--- src/rtl/prg_loader_pkg.sv ---
// -----------------------------------------------------------------------------
// ie_defs: shared definitions for the prg_loader program loader.
//   prg_ld_state_t      - loader FSM state encoding
//   PRG_LD_ERR_*        - 2-bit error codes reported on err_code
//   ld_accepts_bytes()  - states in which the byte stream is accepted
//   ld_frame_open()     - states in which a frame is in flight (idle timer runs)
//   ld_busy()           - states reported on busy
// -----------------------------------------------------------------------------
package ie_defs;

  typedef enum logic [3:0] {
    S_ADDR_LO,
    S_ADDR_HI,
    S_LEN_LO,
    S_LEN_HI,
    S_DATA,
    S_CSUM,
    S_VEC_LO,
    S_VEC_HI,
    S_DONE,
    S_ERR
  } prg_ld_state_t;

  localparam logic [1:0] PRG_LD_ERR_NONE    = 2'd0;
  localparam logic [1:0] PRG_LD_ERR_CSUM    = 2'd1;
  localparam logic [1:0] PRG_LD_ERR_TIMEOUT = 2'd2;

  localparam int unsigned PRG_LD_IDLE_W = 20;

  // Header, payload and checksum states take bytes from the stream.
  function automatic logic ld_accepts_bytes(input prg_ld_state_t s);
    return s inside {S_ADDR_LO, S_ADDR_HI, S_LEN_LO, S_LEN_HI, S_DATA, S_CSUM};
  endfunction

  // A frame is open once its first byte has been taken; S_ADDR_LO is
  // excluded so an idle link never raises a timeout.
  function automatic logic ld_frame_open(input prg_ld_state_t s);
    return s inside {S_ADDR_HI, S_LEN_LO, S_LEN_HI, S_DATA, S_CSUM};
  endfunction

  function automatic logic ld_busy(input prg_ld_state_t s);
    return !(s inside {S_ADDR_LO, S_DONE, S_ERR});
  endfunction

endpackage

--- src/rtl/prg_loader_bus_mux.sv ---
// -----------------------------------------------------------------------------
// prg_loader_bus_mux: RAM write-port selector.
//   cpu_rst_n            in  : 0 -> loader owns RAM, 1 -> CPU owns RAM
//   ld_addr/wdata/we     in  : loader-side (registered) write port
//   cpu_addr/wdata/we    in  : CPU bus
//   mem_addr/wdata/we    out : RAM write port
// Purely combinational so the CPU sees RAM with no added latency once released.
// -----------------------------------------------------------------------------
module prg_loader_bus_mux (
  input  logic        cpu_rst_n,
  input  logic [15:0] ld_addr,
  input  logic [7:0]  ld_wdata,
  input  logic        ld_we,
  input  logic [15:0] cpu_addr,
  input  logic [7:0]  cpu_wdata,
  input  logic        cpu_we,
  output logic [15:0] mem_addr,
  output logic [7:0]  mem_wdata,
  output logic        mem_we
);

  assign mem_addr  = cpu_rst_n ? cpu_addr  : ld_addr;
  assign mem_wdata = cpu_rst_n ? cpu_wdata : ld_wdata;
  assign mem_we    = cpu_rst_n ? cpu_we    : ld_we;

endmodule

--- src/rtl/prg_loader.sv ---
// -----------------------------------------------------------------------------
// prg_loader: byte-stream program loader in front of cpu_6502.
//
// Holds the CPU in reset and owns the RAM write port while a frame
//   ADDR_LO ADDR_HI LEN_LO LEN_HI <LEN payload bytes> CSUM
// arrives on a valid/ready byte stream. Payload is written from the load
// address upward (wrapping at 16'hFFFF). The frame is accepted when the 8-bit
// sum of payload bytes plus CSUM is zero; then the CPU is released and the
// RAM port is handed to the CPU bus.
//
// Build option: define PRG_LOADER_VECTOR_EN to also write the load address
// into the reset vector (VEC_ADDR, VEC_ADDR+1) before release.
//
// Parameters:
//   VEC_ADDR        reset-vector low-byte address
//   TIMEOUT_CYCLES  max idle cycles between bytes inside a frame, 0 = none
//
// Ports:
//   clk, rst                  clock, synchronous active-high reset
//   start                     pulse: abort and restart the load
//   in_valid/in_data/in_ready byte stream
//   cpu_addr/wdata/we         CPU bus
//   mem_addr/wdata/we         RAM write port
//   cpu_rst_n                 CPU reset (0 = held)
//   busy, done, err, err_code load status
// -----------------------------------------------------------------------------
module prg_loader
  import ie_defs::*;
#(
  parameter logic [15:0] VEC_ADDR       = 16'hFFFC,
  parameter int unsigned TIMEOUT_CYCLES = 1_000_000
) (
  input  logic        clk,
  input  logic        rst,
  input  logic        start,
  input  logic        in_valid,
  input  logic [7:0]  in_data,
  output logic        in_ready,
  input  logic [15:0] cpu_addr,
  input  logic [7:0]  cpu_wdata,
  input  logic        cpu_we,
  output logic [15:0] mem_addr,
  output logic [7:0]  mem_wdata,
  output logic        mem_we,
  output logic        cpu_rst_n,
  output logic        busy,
  output logic        done,
  output logic        err,
  output logic [1:0]  err_code
);

  localparam logic [PRG_LD_IDLE_W-1:0] IDLE_LIMIT = PRG_LD_IDLE_W'(TIMEOUT_CYCLES);
  localparam logic                     TIMEOUT_EN = (TIMEOUT_CYCLES != 0);

  prg_ld_state_t state, state_next;
  logic [1:0]    err_code_next;

  logic [15:0]   load_addr;   // frame load address, also the vector value
  logic [15:0]   wr_ptr;      // next payload write address
  logic [15:0]   remaining;   // payload bytes still expected
  logic [7:0]    csum;        // running payload sum
  logic [PRG_LD_IDLE_W-1:0] idle_cnt;

  // Loader-side write port, registered so a handshake in cycle N writes in N+1.
  logic [15:0]   ld_addr;
  logic [7:0]    ld_wdata;
  logic          ld_we;

  logic          hs;
  logic          timeout_hit;

  assign in_ready = ld_accepts_bytes(state);
  assign hs       = in_valid & in_ready;
  assign busy     = ld_busy(state);
  assign done     = (state == S_DONE);
  assign err      = (state == S_ERR);

  // Fires on the cycle whose idle increment would reach the limit, so the
  // error state is entered exactly TIMEOUT_CYCLES cycles after the last byte.
  assign timeout_hit = TIMEOUT_EN && ld_frame_open(state) && !hs &&
                       ((idle_cnt + 1'b1) == IDLE_LIMIT);

  // ---------------------------------------------------------------------------
  // Next-state logic
  // ---------------------------------------------------------------------------
  always_comb begin
    // NOTE: every signal written here gets a default first; a path that
    // leaves one unassigned would infer a latch.
    state_next    = state;
    err_code_next = err_code;

    if (start) begin
      state_next    = S_ADDR_LO;
      err_code_next = PRG_LD_ERR_NONE;
    end else if (timeout_hit) begin
      state_next    = S_ERR;
      err_code_next = PRG_LD_ERR_TIMEOUT;
    end else begin
      unique case (state)
        S_ADDR_LO: if (hs) state_next = S_ADDR_HI;
        S_ADDR_HI: if (hs) state_next = S_LEN_LO;
        S_LEN_LO:  if (hs) state_next = S_LEN_HI;
        S_LEN_HI: begin
          if (hs) begin
            // Length is complete only now: LEN_HI is on the bus, LEN_LO is held.
            if ({in_data, remaining[7:0]} == 16'd0) state_next = S_CSUM;
            else                                    state_next = S_DATA;
          end
        end
        S_DATA: begin
          if (hs && remaining == 16'd1) state_next = S_CSUM;
        end
        S_CSUM: begin
          if (hs) begin
            if (8'(csum + in_data) == 8'h00) begin
`ifdef PRG_LOADER_VECTOR_EN
              state_next = S_VEC_LO;
`else
              state_next = S_DONE;
`endif
            end else begin
              state_next    = S_ERR;
              err_code_next = PRG_LD_ERR_CSUM;
            end
          end
        end
        S_VEC_LO: state_next = S_VEC_HI;
        S_VEC_HI: state_next = S_DONE;
        S_DONE:   state_next = S_DONE;
        S_ERR:    state_next = S_ERR;
        default:  state_next = S_ADDR_LO;
      endcase
    end
  end

  // ---------------------------------------------------------------------------
  // State, datapath and loader write port
  // ---------------------------------------------------------------------------
  always_ff @(posedge clk) begin
    // NOTE: sequential state uses non-blocking assignments so every register
    // samples values from before this edge, independent of statement order.
    if (rst) begin
      state     <= S_ADDR_LO;
      err_code  <= PRG_LD_ERR_NONE;
      cpu_rst_n <= 1'b0;
      load_addr <= '0;
      wr_ptr    <= '0;
      remaining <= '0;
      csum      <= '0;
      idle_cnt  <= '0;
      ld_addr   <= '0;
      ld_wdata  <= '0;
      ld_we     <= 1'b0;
    end else begin
      state    <= state_next;
      err_code <= err_code_next;
      ld_we    <= 1'b0;

      // Release lags S_DONE by one cycle so the last loader write has landed
      // before the bus is handed to the CPU.
      cpu_rst_n <= (state == S_DONE) && !start;

      if (start) begin
        load_addr <= '0;
        wr_ptr    <= '0;
        remaining <= '0;
        csum      <= '0;
        idle_cnt  <= '0;
      end else begin
        if (ld_frame_open(state) && !hs) idle_cnt <= idle_cnt + 1'b1;
        else                             idle_cnt <= '0;

        unique case (state)
          S_ADDR_LO: if (hs) load_addr[7:0] <= in_data;
          S_ADDR_HI: begin
            if (hs) begin
              load_addr[15:8] <= in_data;
              wr_ptr          <= {in_data, load_addr[7:0]};
            end
          end
          S_LEN_LO: if (hs) remaining[7:0]  <= in_data;
          S_LEN_HI: if (hs) remaining[15:8] <= in_data;
          S_DATA: begin
            if (hs) begin
              ld_we     <= 1'b1;
              ld_addr   <= wr_ptr;
              ld_wdata  <= in_data;
              wr_ptr    <= wr_ptr + 16'd1;   // wraps 16'hFFFF -> 16'h0000
              remaining <= remaining - 16'd1;
              csum      <= csum + in_data;
            end
          end
          // Vector states are reachable only when PRG_LOADER_VECTOR_EN is
          // defined; otherwise this logic is dead and RAM outside the payload
          // is never touched.
          S_VEC_LO: begin
            ld_we    <= 1'b1;
            ld_addr  <= VEC_ADDR;
            ld_wdata <= load_addr[7:0];
          end
          S_VEC_HI: begin
            ld_we    <= 1'b1;
            ld_addr  <= VEC_ADDR + 16'd1;
            ld_wdata <= load_addr[15:8];
          end
          default: ;
        endcase
      end
    end
  end

  prg_loader_bus_mux u_bus_mux (
    .cpu_rst_n (cpu_rst_n),
    .ld_addr   (ld_addr),
    .ld_wdata  (ld_wdata),
    .ld_we     (ld_we),
    .cpu_addr  (cpu_addr),
    .cpu_wdata (cpu_wdata),
    .cpu_we    (cpu_we),
    .mem_addr  (mem_addr),
    .mem_wdata (mem_wdata),
    .mem_we    (mem_we)
  );

endmodule

--- config.mk ---
export PLATFORM = sky130hd
export DESIGN_NAME = prg_loader
export DESIGN_NICKNAME = d
export VERILOG_FILES = /design/src/rtl/prg_loader_pkg.sv /design/src/rtl/prg_loader_bus_mux.sv /design/src/rtl/prg_loader.sv
export SDC_FILE = /design/constraint.sdc
export NUM_CORES = 1
export LEC_CHECK = 0
export BUFFER_PORTS_ARGS = -buffer_cell sky130_fd_sc_hd__buf_2
export CORE_ASPECT_RATIO = 0.75
export CORE_MARGIN = 2
export CORE_UTILIZATION = 53
export DETAILED_ROUTE_END_ITERATION = 10
export GPL_TIMING_DRIVEN = 0
export PLACE_DENSITY = 0.76
export SYNTH_ARGS = -nofsm -noshare
export SYNTH_HDL_FRONTEND = slang
export SYNTH_SLANG_ARGS = --single-unit
--- constraint.sdc ---
create_clock -name clk -period 2 [get_ports clk]
set_input_delay 0.1 -clock clk [delete_from_list [all_inputs] [get_ports clk]]
set_output_delay 0.1 -clock clk [all_outputs]
set_load 0.005 [all_outputs]
==> results of run 1 <==
[final cells by class]
cell class                 instances  area [µm²]  area share (%)
multi-input combinational        604        4120            53.8
sequential                       108        2190            28.6
timing repair buffer              96         561            7.31
buffer                            45         250            3.27
clock buffer                       9         225            2.94
tap                              140         175            2.29
clock inverter                     7        96.3            1.26
inverter                          11        41.3           0.539
[final timing paths]
kind	cells after the start	slack, ps	to
setup / recovery	10	-250	err_code[0]
hold / removal	3	120	wr_ptr[9]
setup reg to reg	10	-250	err_code[0]
hold reg to reg	2	460	ld_wdata[2]
[timing repair]
item | in CTS | in global routing
gates resized for setup | 54 | 70
setup endpoints to repair | 101 | 85
pin swaps | 16 | 24
cloned | 0 | 2
setup buffers | 13 | 16
[report_power, final]
part | total (W) | internal (W) | switching [W]
Clock | 0.00197 | 0.00111 | 0.000864
Combinational | 0.000349 | 0.000124 | 0.000225
Sequential | 0.00217 | 0.00216 | 0.0000166
Total | 0.00449 | 0.00339 | 0.00110
[layout by cell type, fill, tap and decap left out, types with 5 or more instances in the layout]
| cell | synthesis | routed |
|---|---|---|
| sky130_fd_sc_hd__mux2i_1 | 21 | 20 |
| sky130_fd_sc_hd__nand3_1 | 19 | 16 |
| sky130_fd_sc_hd__dfxtp_2 | 0 | 15 |
| sky130_fd_sc_hd__xnor2_1 | 8 | 7 |
| sky130_fd_sc_hd__nand2b_1 | 8 | 6 |
| sky130_fd_sc_hd__clkbuf_16 | 0 | 9 |
| sky130_fd_sc_hd__and3_1 | 6 | 6 |
| sky130_fd_sc_hd__o21ai_0 | 35 | 32 |
| sky130_fd_sc_hd__buf_2 | 10 | 73 |
| sky130_fd_sc_hd__nor3_2 | 3 | 5 |
| sky130_fd_sc_hd__or3_1 | 6 | 5 |
| sky130_fd_sc_hd__a21oi_2 | 0 | 6 |
| sky130_fd_sc_hd__clkbuf_2 | 2 | 9 |
| sky130_fd_sc_hd__o211ai_1 | 9 | 9 |
| sky130_fd_sc_hd__nor4_1 | 9 | 6 |
| sky130_fd_sc_hd__a21oi_1 | 65 | 58 |
| sky130_fd_sc_hd__nor2_1 | 116 | 110 |
| sky130_fd_sc_hd__o22ai_1 | 12 | 11 |
| sky130_fd_sc_hd__buf_4 | 3 | 30 |
| sky130_fd_sc_hd__buf_6 | 0 | 6 |
| sky130_fd_sc_hd__inv_1 | 11 | 9 |
| sky130_fd_sc_hd__nor3_1 | 38 | 34 |
| sky130_fd_sc_hd__dfxtp_1 | 108 | 90 |
| sky130_fd_sc_hd__a211oi_1 | 8 | 7 |
| sky130_fd_sc_hd__ha_4 | 0 | 8 |
| sky130_fd_sc_hd__xor2_1 | 16 | 15 |
| sky130_fd_sc_hd__mux2_2 | 26 | 25 |
| sky130_fd_sc_hd__clkbuf_1 | 31 | 19 |
| sky130_fd_sc_hd__nand2_1 | 83 | 80 |
| sky130_fd_sc_hd__nand4_1 | 11 | 11 |
| sky130_fd_sc_hd__a31oi_1 | 9 | 8 |
| sky130_fd_sc_hd__nor2_4 | 0 | 5 |
[cell usage after synthesis (4+ instances only)]
master	number	area share (%)
sky130_fd_sc_hd__a21oi_1	65	5.3
sky130_fd_sc_hd__buf_2	10	0.82
sky130_fd_sc_hd__or3_1	6	0.62
sky130_fd_sc_hd__ha_1	12	2.5
sky130_fd_sc_hd__nand2b_1	8	0.82
sky130_fd_sc_hd__nand3_1	19	1.6
sky130_fd_sc_hd__clkbuf_1	31	1.9
sky130_fd_sc_hd__nor2_1	116	7.1
sky130_fd_sc_hd__o211ai_1	9	1.1
sky130_fd_sc_hd__nand3b_1	4	0.49
sky130_fd_sc_hd__nand2_1	83	5.1
sky130_fd_sc_hd__a31oi_1	9	0.92
sky130_fd_sc_hd__mux2i_1	21	3.4
sky130_fd_sc_hd__a22oi_1	4	0.49
sky130_fd_sc_hd__and3_1	6	0.62
sky130_fd_sc_hd__o21ai_0	35	2.9
sky130_fd_sc_hd__mux2_2	26	4.8
sky130_fd_sc_hd__xor2_1	16	2.3
sky130_fd_sc_hd__o22ai_1	12	1.2
sky130_fd_sc_hd__dfxtp_1	108	35
sky130_fd_sc_hd__a211oi_1	8	0.99
sky130_fd_sc_hd__inv_1	11	0.68
sky130_fd_sc_hd__nor3_1	38	3.1
sky130_fd_sc_hd__nor2b_1	5	0.51
sky130_fd_sc_hd__nor3b_1	4	0.49
sky130_fd_sc_hd__xnor2_1	8	1.1
sky130_fd_sc_hd__nor4_1	9	0.92
sky130_fd_sc_hd__a41oi_1	4	0.57
sky130_fd_sc_hd__nand4_1	11	1.1
sky130_fd_sc_hd__o31ai_1	5	0.62
[logic make-up (layout without fill, tap and decap cells)]
group	Yosys count	count (layout)	share of synthesized area, %
XOR/XNOR	24	24	3.45
adder cells (fa/ha/maj)	13	13	2.79
AND/OR/NAND/NOR	344	345	28.2
buffers and inverters	58	168	4.00
AO/OA/AOI/OAI	175	175	17.8
flip-flops	108	108	35.5
multiplexers	47	47	8.25
[layer usage]
layer	part of all wire (%)	global-route usage, %	up-vias	wire [µm]
met5	0	0	-	0
li1	-	-	2984	-
met3	10	10.5	47	1970
met2	46	47.3	313	9100
met4	2.0	8.79	0	389
met1	42	39.2	3136	8240
[worst reg2reg max path: cells and delay by family (launching register included)]
family / cells / cell delay (ps)
AOI/OAI and AO/OA: 2 / 340
adders and majority gates: 2 / 480
buffers and inverters: 1 / 40
DFF: 1 / 350
muxes: 1 / 330
and+or+nand+nor: 4 / 610
[through the flow]
| stage | TNS, ps | worst slack (ps) | instances |
|---|---|---|---|
| after global placement | -12110 | -288 | 975 |
| after global routing | -1760 | -321 | 1020 |
| final | -858 | -251 | 1020 |
| after floorplan | -148 | -96.4 | 769 |
| after detailed placement | -13040 | -377 | 975 |
| after CTS | -725 | -238 | 1003 |
[registers in the layout, indices dropped and copies added, names as in the netlist]
| signal | count |
|---|---|
| err_code | 2 |
| remaining | 16 |
| ld_addr | 16 |
| ld_wdata | 8 |
| state | 4 |
| idle_cnt | 20 |
| cpu_rst_n | 1 |
| csum | 8 |
| load_addr | 16 |
| wr_ptr | 16 |
| ld_we | 1 |
==> impl_metrics.json, run 1 <==
{
  "outcome": "finished, violations left",
  "failing_checks": "negative setup slack",
  "critical_path_class": "reg2reg",
  "cts.sink_count": 108,
  "worst_skew_pair.late_latency_ps": 360,
  "yosysWarningCount": 0,
  "start_kind": "flip-flop",
  "post_drt_wl_per_cell_um": 19.3,
  "min-delay-path-class": "in2reg",
  "cts_made_buffers": 9,
  "vias": 6480,
  "postRouteWirelength_mm": 19.7,
  "report.final.setup_viol": 6,
  "ir_drop_mv": 0.398,
  "power_w": 0.00449,
  "layout.core_utilization_pct": 69.3,
  "floorplan.rows": 33,
  "timing.final.max_slew_violations": 0,
  "dieHeight_um": 96.9,
  "top_level_ports": 69,
  "ys_seq_area_share_pct": 35.5,
  "final_layout_size_suffix_gt1_share_pct": 30.0,
  "crit-reg2reg-launch": "csum[0]",
  "postSynth.asyncResetShare_pct": 0,
  "grt_pass1_vias": 5902,
  "worstPathCellList": "ha_4, inv_2, fa_2, nand2b_4, a21oi_4, mux2_4, nor2_4, and4bb_2, nor3_2, o211a_1",
  "static-leakage-power_nw": 2.86,
  "critPathRequiredTime_ps": 2260,
  "placed_area_um2": 6670,
  "count_of_buffering_cells_on_the_critical_path_with_inverters_included": 1,
  "worst_setup_hold_path_clk_slew_ps": 80,
  "port-buffer-count": 66,
  "synth-main-ff-cell": "sky130_fd_sc_hd__dfxtp_1",
  "period_needed_ps": 2250,
  "grt_usage_pct": 30.1,
  "synth.cell_area_um2": 6090,
  "num-fill-cells": 905,
  "grt_first_pass_wirelength_mm": 29.8,
  "detailedRoute.firstPassIterationCount": 5,
  "initial_core_utilization_pct": 55.1,
  "cts_hold_buffers": 0,
  "dieArea_um2": 12400,
  "powerDensity_nw_per_um2": 587,
  "detailedPlacementHpwl_mm": 13.6,
  "die_x_um": 128,
  "tightestPinTransition_ps": 761,
  "fmaxAchievable_ghz": 0.444,
  "worst_clock_skew_ps": 7.47,
  "slew_headroom_pct": 49.3,
  "cts_tree": "yes",
  "drtIter0Drc": 593,
  "root_buffer": "sky130_fd_sc_hd__clkbuf_16",
  "drcViolationCount": 0,
  "maxCapViolCount": 0,
  "area_growth_syn_to_layout_pct": 25.7,
  "placeableCoreArea_um2": 11100,
  "net_total_in_the_final_layout": 925,
  "synth.net_count": 819,
  "cpLargestDelayFamily": "simple AND/OR/NAND/NOR gates",
  "synth_enable_flop_cells": 0,
  "cp.arrival_ps": 2510,
  "crit_path_start": "csum[0]",
  "finalInstanceArea_um2": 7660,
  "fin_hold_ws_ps": 119,
  "avgSynthCellArea_um2": 7.93,
  "cts.path.max_buffers": 2,
  "worst_hold_startpoint": "in_data[1]",
  "antenna_found_initial": 0,
  "global_route.overflow_total": 0,
  "pin_count_of_the_biggest_net_entering_global_routing": 19,
  "ctsHtreeMaxLevel": 3,
  "place_congestion": 0.936,
  "period_share_pct": 113,
  "sort_of_element_at_the_end_of_the_critical_path": "flip-flop",
  "post_drt_via_cell_ratio": 6.35,
  "synth_seq_cells": 108,
  "synthCells": 769,
  "ys_types": 75,
  "worst_path_max_delay_cell": "sky130_fd_sc_hd__dfxtp_2",
  "route.antenna.remaining_nets": 0,
  "grt_setup_unrepaired": "yes",
  "crit_path_max_fanout": 3,
  "critical-path-max-stage-delay_ps": 350,
  "final.setup.worst_slack_ps": -251,
  "finalHoldViolCount": 0,
  "insertedDiodeCount": 0
}
Power figures use the tool's default switching activity.
==> run 2, diff against run 1 <==
--- a/config.mk
+++ b/config.mk
@@ -9,9 +9,11 @@
 export CORE_ASPECT_RATIO = 0.75
 export CORE_MARGIN = 2
 export CORE_UTILIZATION = 53
+export CTS_CLUSTER_DIAMETER = 80
 export DETAILED_ROUTE_END_ITERATION = 10
 export GPL_TIMING_DRIVEN = 0
 export PLACE_DENSITY = 0.76
+export SETUP_SLACK_MARGIN = 0.02
 export SYNTH_ARGS = -nofsm -noshare
 export SYNTH_HDL_FRONTEND = slang
 export SYNTH_SLANG_ARGS = --single-unit
==> run 2 against run 1 <==
Compared with the run above:
- the run still ends with negative setup slack left
- final cell count barely moved
- global-route usage is 0.31 points higher
- die area stayed put
- non-clock buffer count grew 1
- critical path depth did not move
- setup slack gained 1.3 ps
- via count decreased by 1.3%
- largest cell class unchanged
- highest routed layer unchanged
- largest power group unchanged
- register-to-register slack about the same
- clock-buffer cell count up 1
- first-iteration DRC count rose by 8.9%
- final area grew 0.18%
- total power up 0.39%
- critical endpoint unchanged
- critical path type unchanged
==> impl_metrics.json, run 2 (synthesized netlist as in run 1, its figures left out) <==
{
  "fmaxAchievable_ghz": 0.444,
  "pre_cts_ws_ps": -296,
  "critical_path_class": "reg2reg",
  "port-buffer-count": 66,
  "layout.cells.non_filler": 1021,
  "antenna_found_initial": 0,
  "detailedRoute.firstPassIterationCount": 6,
  "insertedDiodeCount": 0,
  "area_growth_syn_to_layout_pct": 26.0,
  "finalHoldViolCount": 0,
  "worst_setup_hold_path_clk_slew_ps": 80,
  "post_drt_via_cell_ratio": 6.27,
  "drtIter0Drc": 646,
  "drcViolationCount": 0,
  "final.setup.worst_slack_ps": -250,
  "worst_hold_startpoint": "in_data[4]",
  "worstPathCellList": "ha_4, inv_2, fa_2, nand2b_4, a21oi_4, mux2_4, nor2_4, and4bb_2, nor3_2, o211a_1",
  "place_congestion": 0.992,
  "static-leakage-power_nw": 2.86,
  "detailedPlacementHpwl_mm": 13.5,
  "regMostFlops": "idle_cnt",
  "timing.final.max_slew_violations": 0,
  "critPathRequiredTime_ps": 2250,
  "placeableCoreArea_um2": 11100,
  "whs_endpoint": "load_addr[12]",
  "die_x_um": 128,
  "report.final.setup_viol": 6,
  "ir_drop_mv": 0.565,
  "route.antenna.remaining_nets": 0,
  "crit-reg2reg-launch": "csum[0]",
  "sort_of_element_at_the_end_of_the_critical_path": "flip-flop",
  "placed_area_um2": 6670,
  "r2r_slack_ps": -250,
  "worst_r2r_path_depth": 10,
  "dieHeight_um": 96.9,
  "grt_pass1_vias": 6014,
  "power_w": 0.00451,
  "cts_made_buffers": 9,
  "grt_setup_unrepaired": "yes",
  "cts.sink_count": 108,
  "powerDensity_nw_per_um2": 588,
  "cp.arrival_ps": 2500,
  "finalInstanceArea_um2": 7680,
  "postRouteWirelength_mm": 19.4,
  "final_common_cell": "sky130_fd_sc_hd__nor2_1",
  "critical-path-max-stage-delay_ps": 360,
  "ctsHtreeMaxLevel": 3,
  "worst_skew_pair.late_latency_ps": 350,
  "net_total_in_the_final_layout": 926,
  "floorplan.rows": 33,
  "maxCapViolCount": 0,
  "global_route.overflow_total": 0,
  "tightestPinTransition_ps": 764,
  "failing_checks": "negative setup slack",
  "regToRegEndpoint": "err_code[0]",
  "min_path_cells": 3,
  "initial_core_utilization_pct": 55.1,
  "vias": 6398,
  "root_buffer": "sky130_fd_sc_hd__clkbuf_16",
  "grt_first_pass_wirelength_mm": 30.3,
  "post_drt_wl_per_cell_um": 19.0,
  "slew_headroom_pct": 49.1,
  "final_cell_mix": "112 x sky130_fd_sc_hd__nor2_1, 89 x sky130_fd_sc_hd__dfxtp_1, 79 x sky130_fd_sc_hd__nand2_1",
  "grt_usage_pct": 30.5,
  "worst_clock_skew_ps": 9.65,
  "top_level_ports": 69,
  "largest_register_ff_count": 20,
  "cts.path.max_buffers": 2,
  "pin_count_of_the_biggest_net_entering_global_routing": 19,
  "crit_path_max_fanout": 3,
  "period_share_pct": 112,
  "min-delay-path-class": "in2reg",
  "dieArea_um2": 12400,
  "period_needed_ps": 2250,
  "outcome": "finished, violations left",
  "cts_tree": "yes",
  "final_layout_size_suffix_gt1_share_pct": 29.6,
  "worst_path_max_delay_cell": "sky130_fd_sc_hd__dfxtp_2",
  "placedCellCount": 975,
  "start_kind": "flip-flop"
}
[run 2: cell count changes in the layout (fill, tap and decap cells not counted), sizes merged]
cell,previous run,this run
buf,109,108
clkbuf,41,44
inv,14,13
[run 2: final cells by class]
type                            count  area, µm²
Clock inverter                      6       93.8
Inverter                           11       41.3
Buffer                             44        258
Clock buffer                       10        239
Tap cell                          140        175
Timing Repair Buffer               98        572
Fill cell                         867       3390
Multi-Input combinational cell    604       4110
Sequential cell                   108       2190
[run 2: critical path, delay by kind of cell (launching register included)]
kind / cells / cell delay [ps]
and+or+nand+nor: 4 / 610
adders and majority gates: 2 / 470
DFF: 1 / 360
AOI/OAI and AO/OA: 2 / 340
muxes: 1 / 330
buffers and inverters: 1 / 40
[run 2: what timing repair did]
item	CTS	global route
gates cloned	0	2
gates resized for setup	49	72
setup endpoints to repair	100	86
setup buffers	17	14
hold buffers	0	0
pin swaps	18	21
[run 2: worst max path at each step]
| stage | slack (ps) | startpoint | to |
|---|---|---|---|
| 3_3_place_gp | -280 | in_data[1] | err_code[0] |
| 4_1_cts | -210 | csum[0] | err_code[0] |
| 6_report | -250 | csum[0] | err_code[0] |
| 5_1_grt | -350 | csum[0] | err_code[1] |
| 2_1_floorplan | -100 | csum[0] | err_code[0] |
| 3_5_place_dp | -300 | in_data[0] | err_code[0] |
[run 2: routing by layer]
layer	part of all wire [%]	vias up	global-route usage, %
li1	-	2984	-
met2	46	314	47.2
met3	11	48	9.18
met1	41	3052	41.4
met4	2.1	0	7.86
met5	0	-	0
[run 2: through the flow]
stage | hold WS (ps) | util [%] | TNS (ps)
after floorplan | 236 | - | -148
after global placement | 442 | 60.3 | -9170
after detailed placement | 449 | 60.3 | -10800
after CTS | 105 | 66.1 | -606
after global routing | 123 | 69.4 | -1970
final | 121 | 69.4 | -923
[run 2: where the power goes]
group	switching (W)	total [W]	internal (W)	leakage, nW
logic	0.000219	0.000341	0.000122	1.81
clock network	0.000851	0.00200	0.00115	0.165
registers	0.0000163	0.00217	0.00216	0.881
